<file path="src/rtl/msk_gfmul_hpc3_pipe.sv">
// Masked HPC3 GF(2^W) multiplier, NLANES lanes, d shares, 1-cycle latency.
// Ports: clk, rst (async high), in_valid/in_ready, ina, inb, rnd, rnd_ack,
//   out_valid/out_ready, out. Share bit index ((lane*W)+bit)*d+share.
// Option: MSKGFMUL_ZEROIZE_EN clears share registers when a result
//   is consumed and nothing new is accepted.
module msk_gfmul_hpc3_pipe #(
  parameter int d = 2,
  parameter int W = 4,
  parameter logic [W-1:0] POLY = 4'h3,
  parameter int NLANES = 1
) (
  input  logic clk,
  input  logic rst,
  input  logic in_valid,
  output logic in_ready,
  input  logic [NLANES*W*d-1:0] ina,
  input  logic [NLANES*W*d-1:0] inb,
  input  logic [NLANES*W*d*(d-1)-1:0] rnd,
  output logic rnd_ack,
  output logic out_valid,
  input  logic out_ready,
  output logic [NLANES*W*d-1:0] out
);

  function automatic logic [W-1:0] gf_mul(
    input logic [W-1:0] x,
    input logic [W-1:0] y
  );
    logic [W-1:0] p;
    p = '0;
    for (int n = W-1; n >= 0; n--) begin
      p = {p[W-2:0], 1'b0} ^ (p[W-1] ? POLY : '0);
      if (y[n]) p = p ^ x;
    end
    return p;
  endfunction

  // index of pair (i,j), i<j, in lexicographic order
  function automatic int pidx(input int i, input int j);
    int p;
    p = 0;
    for (int k = 0; k < i; k++) p += d - 1 - k;
    return p + j - i - 1;
  endfunction

  logic accept;
  logic clr;

  assign in_ready = ~out_valid | out_ready;
  assign accept   = in_valid & in_ready & ~rst;
  assign rnd_ack  = accept;

`ifdef MSKGFMUL_ZEROIZE_EN
  assign clr = out_valid & out_ready & ~accept;
`else
  assign clr = 1'b0;
`endif

  always_ff @(posedge clk or posedge rst) begin
    if (rst) out_valid <= 1'b0;
    else if (accept) out_valid <= 1'b1;
    else if (out_ready) out_valid <= 1'b0;
  end

  for (genvar l = 0; l < NLANES; l++) begin : g_lane
    logic [W-1:0] a_s [d];
    logic [W-1:0] b_s [d];

    for (genvar i = 0; i < d; i++) begin : g_sh
      logic [W-1:0] a_q;
      logic [W-1:0] acc;
      logic [W-1:0] term [d-1];

      for (genvar n = 0; n < W; n++) begin : g_bit
        assign a_s[i][n] = ina[((l*W)+n)*d+i];
        assign b_s[i][n] = inb[((l*W)+n)*d+i];
        assign out[((l*W)+n)*d+i] = acc[n];
      end

      always_ff @(posedge clk or posedge rst) begin
        if (rst) a_q <= '0;
        else if (accept) a_q <= a_s[i];
        else if (clr) a_q <= '0;
      end

      // k enumerates the partners j != i; k == 0 is the first one
      for (genvar k = 0; k < d-1; k++) begin : g_pair
        localparam int J  = (k < i) ? k : k + 1;
        localparam int P  = (i < J) ? pidx(i, J) : pidx(J, i);
        localparam int RB = l*W*d*(d-1) + P*2*W;
        logic [W-1:0] r0, r1, u_q, v_q, u_d;

        assign r0 = rnd[RB +: W];
        assign r1 = rnd[RB+W +: W];

        // first partner carries the a_i*b_i term
        if (k == 0) begin : g_first
          assign u_d = gf_mul(a_s[i], b_s[i] ^ r0) ^ r1;
        end else begin : g_rest
          assign u_d = gf_mul(a_s[i], r0) ^ r1;
        end

        always_ff @(posedge clk or posedge rst) begin
          if (rst) begin
            u_q <= '0;
            v_q <= '0;
          end else if (accept) begin
            u_q <= u_d;
            v_q <= b_s[J] ^ r0;
          end else if (clr) begin
            u_q <= '0;
            v_q <= '0;
          end
        end

        assign term[k] = u_q ^ gf_mul(a_q, v_q);
      end

      always_comb begin
        acc = '0;
        for (int k = 0; k < d-1; k++) acc = acc ^ term[k];
      end
    end
  end

endmodule
</file>
<file path="config.mk">
export PLATFORM = sky130hd
export DESIGN_NAME = msk_gfmul_hpc3_pipe
export DESIGN_NICKNAME = d
export VERILOG_FILES = /design/src/rtl/msk_gfmul_hpc3_pipe.sv
export SDC_FILE = /design/constraint.sdc
export NUM_CORES = 1
export LEC_CHECK = 0
export ABC_CLOCK_PERIOD_IN_PS = 3500
export BUFFER_PORTS_ARGS = -buffer_cell sky130_fd_sc_hd__buf_2
export CAP_MARGIN = 5
export CELL_PAD_IN_SITES_DETAIL_PLACEMENT = 0
export CELL_PAD_IN_SITES_GLOBAL_PLACEMENT = 2
export CORE_MARGIN = 2
export CORE_UTILIZATION = 36
export DETAILED_ROUTE_END_ITERATION = 8
export PLACE_DENSITY_LB_ADDON = 0.15
export SLEW_MARGIN = 40
export SYNTH_ARGS = -nofsm -noshare
export SYNTH_HDL_FRONTEND = slang
export SYNTH_SLANG_ARGS = --single-unit
</file>
<file path="constraint.sdc">
create_clock -name clk -period 3.5 [get_ports clk]
set_clock_uncertainty 0.15 [all_clocks]
set_input_delay 0.7 -clock clk [delete_from_list [all_inputs] [get_ports clk]]
set_output_delay 0.7 -clock clk [all_outputs]
set_load 0.03 [all_outputs]
</file>
-- Yosys cells after proc, flatten, opt, wreduce, memory -nomap -nowiden
Index checks and enable logic that the tools add are counted.
- muxes and demuxes: 30
- bitwise operators: 35
- reductions and logical operators: 1
- operators with widths (kind ; count):
    4-bit XOR ; 18
    4-bit 2-to-1 mux ; 16
    4-bit by 2-bit XOR with 4-bit output ; 12
    2-bit 2-to-1 mux ; 12
    1-bit AND ; 2
    1-bit 2-to-1 mux ; 2
    1-bit NOT ; 2
    2-bit nonzero test ; 1
    1-bit OR ; 1
- register bits after elaboration: 25
- bits of input ports: 28
- output and inout bits: 11
- word-level logic and storage cells: 73

-- Depth between registers and ports, before layout
Gate-level depths: netlist of the first run.
- word-level depth: 15
- depth in mapped cells: 6
- gate-level depth less buffers: 5

-- Worst setup path after synthesis of the first run
Ideal clock, no wire load.
- path type: in2out
- start point: input port rst
- end point: output port rnd_ack
- arrival: 2.167 ns
- required time: 2.650 ns
- setup slack: 0.483 ns
- cell stages on the path: 4
- path buffers: 1
- cells stage by stage: inv_1 > nand3_2 > inv_1 > clkbuf_1
- word-level cells in the longest chain between the ends: 2
- ends and longest elaborated chain (element ; RTL line ; source):
    start, declared ; 13 ; input logic rst,
    1-bit NOT ; 50 ; assign accept = in_valid & in_ready & ~rst;
    1-bit AND ; 50 ;
    end, declared ; 19 ; output logic rnd_ack,
Every way passes these cells.

-- Worst setup path after layout of the first run
- start point: register g_lane[0].g_sh[1].g_pair[0].v_q[3]
- end point: output port out[7]
- word-level cells in the longest chain between the ends: 12
- ends and longest elaborated chain (element ; RTL line ; source):
    start, declared ; 91 ; logic [W-1:0] r0, r1, u_q, v_q, u_d;
    start signal, assigned ; 109 ; v_q <= b_s[J] ^ r0;
    4-bit 2-to-1 mux * ; 33 ; if (y[n]) p = p ^ x;
    2-bit 2-to-1 mux ; 32 ; p = {p[W-2:0], 1'b0} ^ (p[W-1] ? POLY : '0);
    4-bit by 2-bit XOR with 4-bit output * ; 32 ;
    4-bit XOR ; 33 ;
    4-bit 2-to-1 mux * ; 33 ;
    4-bit by 2-bit XOR with 4-bit output * ; 32 ;
    4-bit XOR ; 33 ;
    4-bit 2-to-1 mux * ; 33 ;
    4-bit by 2-bit XOR with 4-bit output * ; 32 ;
    4-bit XOR ; 33 ;
    4-bit 2-to-1 mux * ; 33 ;
    4-bit XOR * ; 116 ; assign term[k] = u_q ^ gf_mul(a_q, v_q);
    end, declared ; 22 ; output logic [NLANES*W*d-1:0] out
Every way passes the cells marked *; elsewhere a longest branch is shown, timed or not.

==> run_results.csv, run 1 <==
group,metric,value,unit
outcome,status,"finished, final reports clean",
routing,drc,0,
global_routing,grt_pass1_vias,1631,
synthesis,synth_most_common_cell,"nand2_1",
timing,finalSetupTns,0,ps
clocking,cts_tree,"done",
layout,fin_nets,320,
pwr,p_seq_share,31.8,%
routing,drtAntennaViolNets,0,
timing,post-route-period-util,74.7,%
clocking,clockBufferDepth,2,
routing,routed-via-count,1729,
setup_path,critical_path_depth,4,
layout,diodes,0,
pwr,switching_share,44.7,%
pwr,internal-power,0.757,mW
timing,worstMarginPinSlew,608,ps
pwr,p_comb_share,55.7,%
synthesis,yosys-top-cells-area,"dfrtp_1, xnor2_1, nand2_1",
routing,drt-wirelength-per-cell,13.6,µm
placed_design,gp_congestion,0.745,
synthesis,synth-seq-area-share,28.8,%
setup_path,path_class,"flip-flop to output pin",
setup_path,end_kind,"output pin",
setup_path,cpLargestDelayFamily,"flip-flops",
clocking,post_cts_buffers,0,
global_routing,grt_pass1_wl,8.32,mm
placed_design,place_inst,362,
floorplanning,core_area,5890,µm²
floorplanning,io_pins,39,
clocking,postCtsHoldBufs,0,
routing,wl,4.97,mm
timing,hold_violations,0,
clocking,root_buffer,"clkbuf_8",
setup_path,critPathArrivalTime,1770,ps
synthesis,ys_dominant_reg_cell,"dfrtp_1",
floorplanning,die_area,6670,µm²
setup_path,cp_cell_sequence,"mux2_2 -> a22oi_1 -> xnor2_1 -> buf_2",
pwr,clkPwrFrac,12.5,%
global_routing,grt_usage,16.3,%
layout,syn_to_final_growth,13.2,%
layout,drive_above_1_share,18.6,%
setup_path,required,2650,ps
pwr,total_power,1.37,mW
setup_path,cp_slowest_cell,"dfrtp_1",
synthesis,syn_area,2170,µm²
placed_design,pre_cts_ws,1020,ps
floorplanning,rows,28,
layout,fin_cells,366,
clocking,insertion_delay,260,ps
routing,drt_iter0_drc,81,
clocking,clock-sinks,25,
pwr,ir_drop,0.389,mV
setup_path,cp_num_buf_inv,1,
pwr,p_switching,0.612,mW
clocking,cts.clk_slew.worst_paths,90,ps
timing,rsz0062_at_grt,"false",
synthesis,async_flop_share,100,%
synthesis,synth_seq_cells,25,
timing,hold_slack,364,ps
global_routing,overflow,0,
setup_path,r2r_cells,4,
synthesis,synth_edf_count,0,
worst_hold_path,holdPathStages,2,
timing,fmax,382,MHz
placed_design,dpl.hpwl,4.02,mm
synthesis,synth.top_cell.area_share,28.8,%
placed_design,port_buffers,38,
synthesis,syn-instance-count,258,
floorplanning,chipWidth,81.7,µm
setup_path,crit_path_start_kind,"flip-flop",
layout,fill_cells,615,
run,cap_violations,0,
pwr,powerDensity,556,nW/µm²
timing,setup_ws,885,ps
floorplanning,start_util,36.9,%
global_routing,antenna_found_initial,0,
timing,fin_crit,2620,ps
timing,drv_slew,0,
setup_path,worstPathMaxFanout,7,
synthesis,synth_cell_types,38,
synthesis,yosysTopAreaCell,"dfrtp_1",
routing,drt-vias-per-instance,4.72,
timing,setup_viol,0,
synthesis,synth_common_cells,"nand2_1, xnor2_1, dfrtp_1",
pwr,power.leakage,1.13,nW
setup_path,slowest_delay,530,ps
global_routing,grt_max_degree,37,
routing,firstDrtPassIters,4,
clocking,numCtsBuffers,3,
clocking,ctsResizeCount,0,
worst_hold_path,hold_class,"flip-flop to flip-flop",
floorplanning,die_h,81.7,µm
synthesis,synth.avg_cell_area,8.42,µm²
synthesis,synth_warnings,0,
timing,max_slew_margin,59.2,%
synthesis,synth_nets,286,
clocking,cts_max_level,1,
cell usage in the layout, fill, tap and decap left out, drive strengths merged, types with 3 or more instances in the layout:
| cell type | synthesis | final |
|---|---|---|
| nand2 | 71 | 71 |
| buf | 0 | 40 |
| xnor2 | 39 | 39 |
| dfrtp | 25 | 25 |
| o21ai | 20 | 20 |
| xor2 | 17 | 17 |
| nor2 | 12 | 12 |
| inv | 9 | 9 |
| xnor3 | 8 | 8 |
| o211ai | 6 | 6 |
| nand3 | 5 | 5 |
| a21oi | 4 | 4 |
| mux2i | 3 | 3 |
| a211o | 3 | 3 |
| mux2 | 3 | 3 |
| clkbuf | 10 | 3 |
power groups by stage:
stage	clock network (mW)	logic [mW]	registers (mW)
finish	0.171	0.763	0.435
detailed placement	0	0.772	0.443
floorplan	0	0.627	0.402
global route	0.188	0.843	0.447
global placement	0	0.767	0.443
CTS	0.179	0.774	0.436
flip-flops by register name, summed over array words and instances, names as in the netlist:
name	count
out_valid	1
g_lane.g_sh.g_pair.v_q	8
g_lane.g_sh.a_q	8
g_lane.g_sh.g_pair.u_q	8
area by class of cell:
| type | instances | area [µm²] | share of cell area [%] |
|---|---|---|---|
| Multi-Input combinational cell | 213 | 1460 | 59.2 |
| Sequential cell | 25 | 626 | 25.4 |
| Timing Repair Buffer | 40 | 205 | 8.34 |
| Tap cell | 75 | 93.8 | 3.81 |
| Clock buffer | 3 | 41.3 | 1.68 |
| Inverter | 9 | 33.8 | 1.37 |
| Clock inverter | 1 | 5.00 | 0.203 |
worst register-to-register path, delay by kind of cell, from the launching register on:
family | cells | cell delay [ps]
compound gates | 1 | 160
simple gates | 2 | 410
flops | 1 | 350
buf+inv | 1 | 310
kinds of logic after synthesis:
kind of cell	count (synthesis)	synth area share, %
compound gates	45	13.2
xor+xnor	64	31.7
buf+inv	20	4.26
flops	25	28.8
mux	6	2.94
simple gates	98	19.2
stage by stage:
stage | area [µm²] | util (%)
final | 2460 | 41.8
after global routing | 2460 | 41.8
after CTS | 2460 | 41.8
after detailed placement | 2410 | 41.0
after global placement | 2410 | 41.0
after floorplan | 2170 | -
metal layers:
layer	wire length [µm]	global-route usage, %	vias to the layer above
met4	67	5.17	0
met1	2690	26.6	768
li1	-	-	918
met5	0	0	-
met2	2070	23.0	39
met3	139	0.659	4
final timing paths:
check | startpoint | to | slack [ps]
min reg2reg | g_lane[0].g_sh[1].g_pair[0].u_q[0]$_DFFE_PP0P_ | g_lane[0].g_sh[1].g_pair[0].u_q[0]$_DFFE_PP0P_ | 360
max reg2reg | out_valid$_DFFE_PP0P_ | g_lane[0].g_sh[1].g_pair[0].u_q[3]$_DFFE_PP0P_ | 1990
max | g_lane[0].g_sh[1].g_pair[0].v_q[3]$_DFFE_PP0P_ | out[7] | 880
min in group asynchronous | rst | out_valid$_DFFE_PP0P_ | 370
min | g_lane[0].g_sh[1].g_pair[0].u_q[0]$_DFFE_PP0P_ | g_lane[0].g_sh[1].g_pair[0].u_q[0]$_DFFE_PP0P_ | 360
max in group asynchronous | rst | g_lane[0].g_sh[0].g_pair[0].u_q[3]$_DFFE_PP0P_ | 2580
Note: power is estimated with default switching activity, not from simulation.
==> run 2: changes to the inputs <==
--- a/config.mk
+++ b/config.mk
@@ -5,13 +5,14 @@
 export SDC_FILE = /design/constraint.sdc
 export NUM_CORES = 1
 export LEC_CHECK = 0
-export ABC_CLOCK_PERIOD_IN_PS = 3500
+export ABC_AREA = 1
+export ABC_CLOCK_PERIOD_IN_PS = 2300
 export BUFFER_PORTS_ARGS = -buffer_cell sky130_fd_sc_hd__buf_2
 export CAP_MARGIN = 5
 export CELL_PAD_IN_SITES_DETAIL_PLACEMENT = 0
 export CELL_PAD_IN_SITES_GLOBAL_PLACEMENT = 2
 export CORE_MARGIN = 2
-export CORE_UTILIZATION = 36
+export CORE_UTILIZATION = 27
 export DETAILED_ROUTE_END_ITERATION = 8
 export PLACE_DENSITY_LB_ADDON = 0.15
 export SLEW_MARGIN = 40
==> constraint.sdc (replaced) <==
create_clock -name clk -period 2.3 [get_ports clk]
set_clock_uncertainty 0.15 [all_clocks]
set_input_delay 0.46 -clock clk [delete_from_list [all_inputs] [get_ports clk]]
set_output_delay 0.46 -clock clk [all_outputs]
set_load 0.03 [all_outputs]
==> run 2 against run 1 <==
Compared with the run above: the run now ends with setup timing left; final cell count grew 42%; worst setup slack lost 940 ps; register-to-register slack lost 1100 ps; clock-buffer cell count grew 1; critical path depth grew 3; via count grew 29%; largest power group unchanged; combinational power grew 72%; non-clock buffer count grew 16; critical path type unchanged; synthesized cell count grew 40%; sequential share of layout area shrank 3.2 points; routed wire length grew 20%; die area grew 36%.
==> run_results.csv, run 2 <==
group,metric,value,unit
timing,worstMarginPinSlew,349,ps
routing,drt-wirelength-per-cell,11.5,µm
timing,hold_violations,0,
layout,fin_util,34.4,%
setup_path,path_class,"flip-flop to output pin",
setup_path,end_kind,"output pin",
synthesis,synth_xor_area_share,22.0,%
pwr,powerDensity,777,nW/µm²
floorplanning,core_area,8180,µm²
routing,drc,0,
placed_design,dpl.hpwl,4.85,mm
synthesis,synth_cell_types,13,
setup_path,r2r_cells,6,
clocking,cts_max_level,1,
setup_path,cp_slowest_cell,"dfrtp_1",
synthesis,synth-adder-area-share,0,%
layout,largestRegisters,"g_lane.g_sh.a_q (8), g_lane.g_sh.g_pair.u_q (8), g_lane.g_sh.g_pair.v_q (8)",
global_routing,antenna_found_initial,0,
synthesis,synth.avg_cell_area,6.26,µm²
layout,diodes,0,
layout,final_cell_mix,"nand2_1, inv_1, buf_2, nand3_1",
clocking,insertion_delay,270,ps
layout,final_common_cell,"nand2_1",
routing,wl_met2,2.77,mm
pwr,power.leakage,1.57,nW
timing,finalSetupTns,-55.8,ps
timing,rsz0062_at_grt,"true",
run,cap_violations,0,
setup_path,required,1690,ps
synthesis,synth_mux_area_share,0,%
synthesis,synth_most_common_cell,"nand2_1",
outcome,status,"finished with violations",
synthesis,synth.top_cell.area_share,27.7,%
synthesis,yosys-top-cells-area,"dfrtp_1, nand2_1, xnor2_1",
global_routing,grt_usage,13.8,%
synthesis,synth_common_cells,"nand2_1, inv_1, nand3_1",
synthesis,synth_warnings,0,
synthesis,synthSimpleGateAreaFrac,35.7,%
timing,fin_crit,2350,ps
routing,drt_iter0_drc,80,
setup_path,slowest_delay,430,ps
synthesis,synth_edf_count,0,
synthesis,syn_area,2250,µm²
clocking,cts_tree,"done",
setup_path,worstReg2RegEnd,"g_lane[0].g_sh[1].g_pair[0].u_q[0]$_DFFE_PP0P_",
timing,drv_slew,0,
setup_path,crit_path_start_kind,"flip-flop",
layout,seq_area,626,µm²
setup_path,rrSetupSlack,910,ps
routing,wl_met1,2.96,mm
pwr,ir_drop,0.238,mV
synthesis,ys_dominant_reg_cell,"dfrtp_1",
timing,setup_ws,-53.7,ps
routing,firstDrtPassIters,4,
clocking,root_buffer,"clkbuf_8",
routing,drt-vias-per-instance,4.28,
setup_path,cp_cell_sequence,"nand2_1 -> xnor2_2 -> xor2_1 -> xor2_1 -> nor2_1 -> nor2_1 -> buf_4",
routing,routed-via-count,2229,
global_routing,overflow,0,
floorplanning,die_h,95.4,µm
floorplanning,start_util,27.6,%
floorplanning,die_area,9100,µm²
outcome,violations,"setup timing",
placed_design,gp_congestion,0.749,
global_routing,grt_pass1_wl,9.73,mm
clocking,cts.clk_slew.worst_paths,90,ps
synthesis,synth-seq-area-share,27.7,%
setup_path,cp_num_buf_inv,1,
floorplanning,chipWidth,95.4,µm
timing,setup_viol,2,
floorplanning,rows,33,
timing,post-route-period-util,102,%
floorplanning,io_pins,39,
timing,max_slew_margin,76.7,%
clocking,clock-sinks,25,
setup_path,worstPathMaxFanout,4,
synthesis,synth_compound_area_share,4.72,%
setup_path,r2r_start,"out_valid$_DFFE_PP0P_",
global_routing,grt_pass1_vias,2075,
placed_design,port_buffers,38,
layout,syn_to_final_growth,24.8,%
synthesis,synth_top_family_by_area,"simple AND/OR/NAND/NOR gates",
synthesis,synth_seq_cells,25,
synthesis,async_flop_share,100,%
routing,wl,5.98,mm
worst_hold_path,hold_class,"input pin to async pin",
setup_path,critPathArrivalTime,1740,ps
setup_path,cpLargestDelayFamily,"XOR/XNOR gates",
layout,multiInputGateArea,1460,µm²
routing,drtAntennaViolNets,0,
synthesis,yosysTopAreaCell,"dfrtp_1",
synthesis,synth_nets,388,
clocking,clockBufferDepth,2,
synthesis,syn-instance-count,360,
clocking,postCtsHoldBufs,0,
layout,drive_above_1_share,17.1,%
layout,fin_nets,445,
routing,routed.top_layer,"met4",
layout,fill_cells,930,
global_routing,grt_max_degree,42,
timing,fmax,425,MHz
clocking,numCtsBuffers,3,
routing,wl_met3,182,µm
-- run 2: changes by cell type after synthesis, sizes merged, moves of 6 or more --
| cell | delta |
|---|---|
| nand2 | +75 |
| inv | +45 |
| nand3 | +26 |
| xnor2 | -10 |
| xor2 | +9 |
| xnor3 | -8 |
| nor2 | +7 |
| clkbuf | -6 |
| o211ai | -6 |
-- run 2: cells by family (layout without fill, tap and decap cells) --
| logic type | count (synthesis) | in the layout |
|---|---|---|
| and+or+nand+nor | 200 | 200 |
| buffers and inverters | 59 | 115 |
| DFF | 25 | 25 |
| AOI/OAI and AO/OA | 21 | 21 |
| xor gates and xnor gates | 55 | 55 |
-- run 2: worst min-delay path, stage by stage --
cell,delay (ps)
buf_2,100
inv_1,60
buf_4,310
-- run 2: layout make-up --
cell class | count | area share, %
well taps | 105 | 4.67
repair buffers | 56 | 12.4
clock buffers | 4 | 1.60
multi-input cells | 276 | 51.8
inverters | 55 | 7.34
flip-flops and latches | 25 | 22.2
-- run 2: worst max-delay path by stage --
stage | slack (ps) | cells after the start | endpoint | startpoint
6_report | -50 | 7 | out[2] | g_lane[0].g_sh[0].g_pair[0].v_q[3]$_DFFE_PP0P_
5_1_grt | -140 | 7 | out[2] | g_lane[0].g_sh[0].a_q[1]$_DFFE_PP0P_
4_1_cts | 0.4 | 7 | out[2] | g_lane[0].g_sh[0].g_pair[0].v_q[2]$_DFFE_PP0P_
3_5_place_dp | 200 | 7 | out[2] | g_lane[0].g_sh[0].g_pair[0].v_q[3]$_DFFE_PP0P_
3_3_place_gp | 240 | 7 | out[2] | g_lane[0].g_sh[0].g_pair[0].v_q[3]$_DFFE_PP0P_
2_1_floorplan | 130 | 3 | rnd_ack | rst
-- run 2: power breakdown --
group	switching (mW)	internal [mW]
Clock	0.138	0.124
Combinational	0.750	0.560
Sequential	0.0909	0.524
-- run 2: per-layer routing --
layer	vias to the layer above	GRT usage [%]
met5	-	0
li1	1198	-
met3	4	1.19
met1	989	18.9
met4	0	3.57
met2	38	23.5
-- run 2: stage by stage --
step	setup WS, ps	total power [mW]	instance area [µm²]	instances	hold slack (ps)
4_1_cts	0.389	2.13	2740	519	116
3_3_place_gp	240	1.76	2580	502	339
5_1_grt	-144	2.37	2810	521	138
2_1_floorplan	128	1.48	2250	360	319
6_report	-53.7	2.19	2810	521	102
3_5_place_dp	200	1.76	2580	502	340
-- run 2: what timing repair did --
action                                  4_1_cts  5_1_grt
pin swaps                                    12        6
endpoints found under the setup margin        2        7
gates resized for setup                       6       15
buffers inserted                             13        2
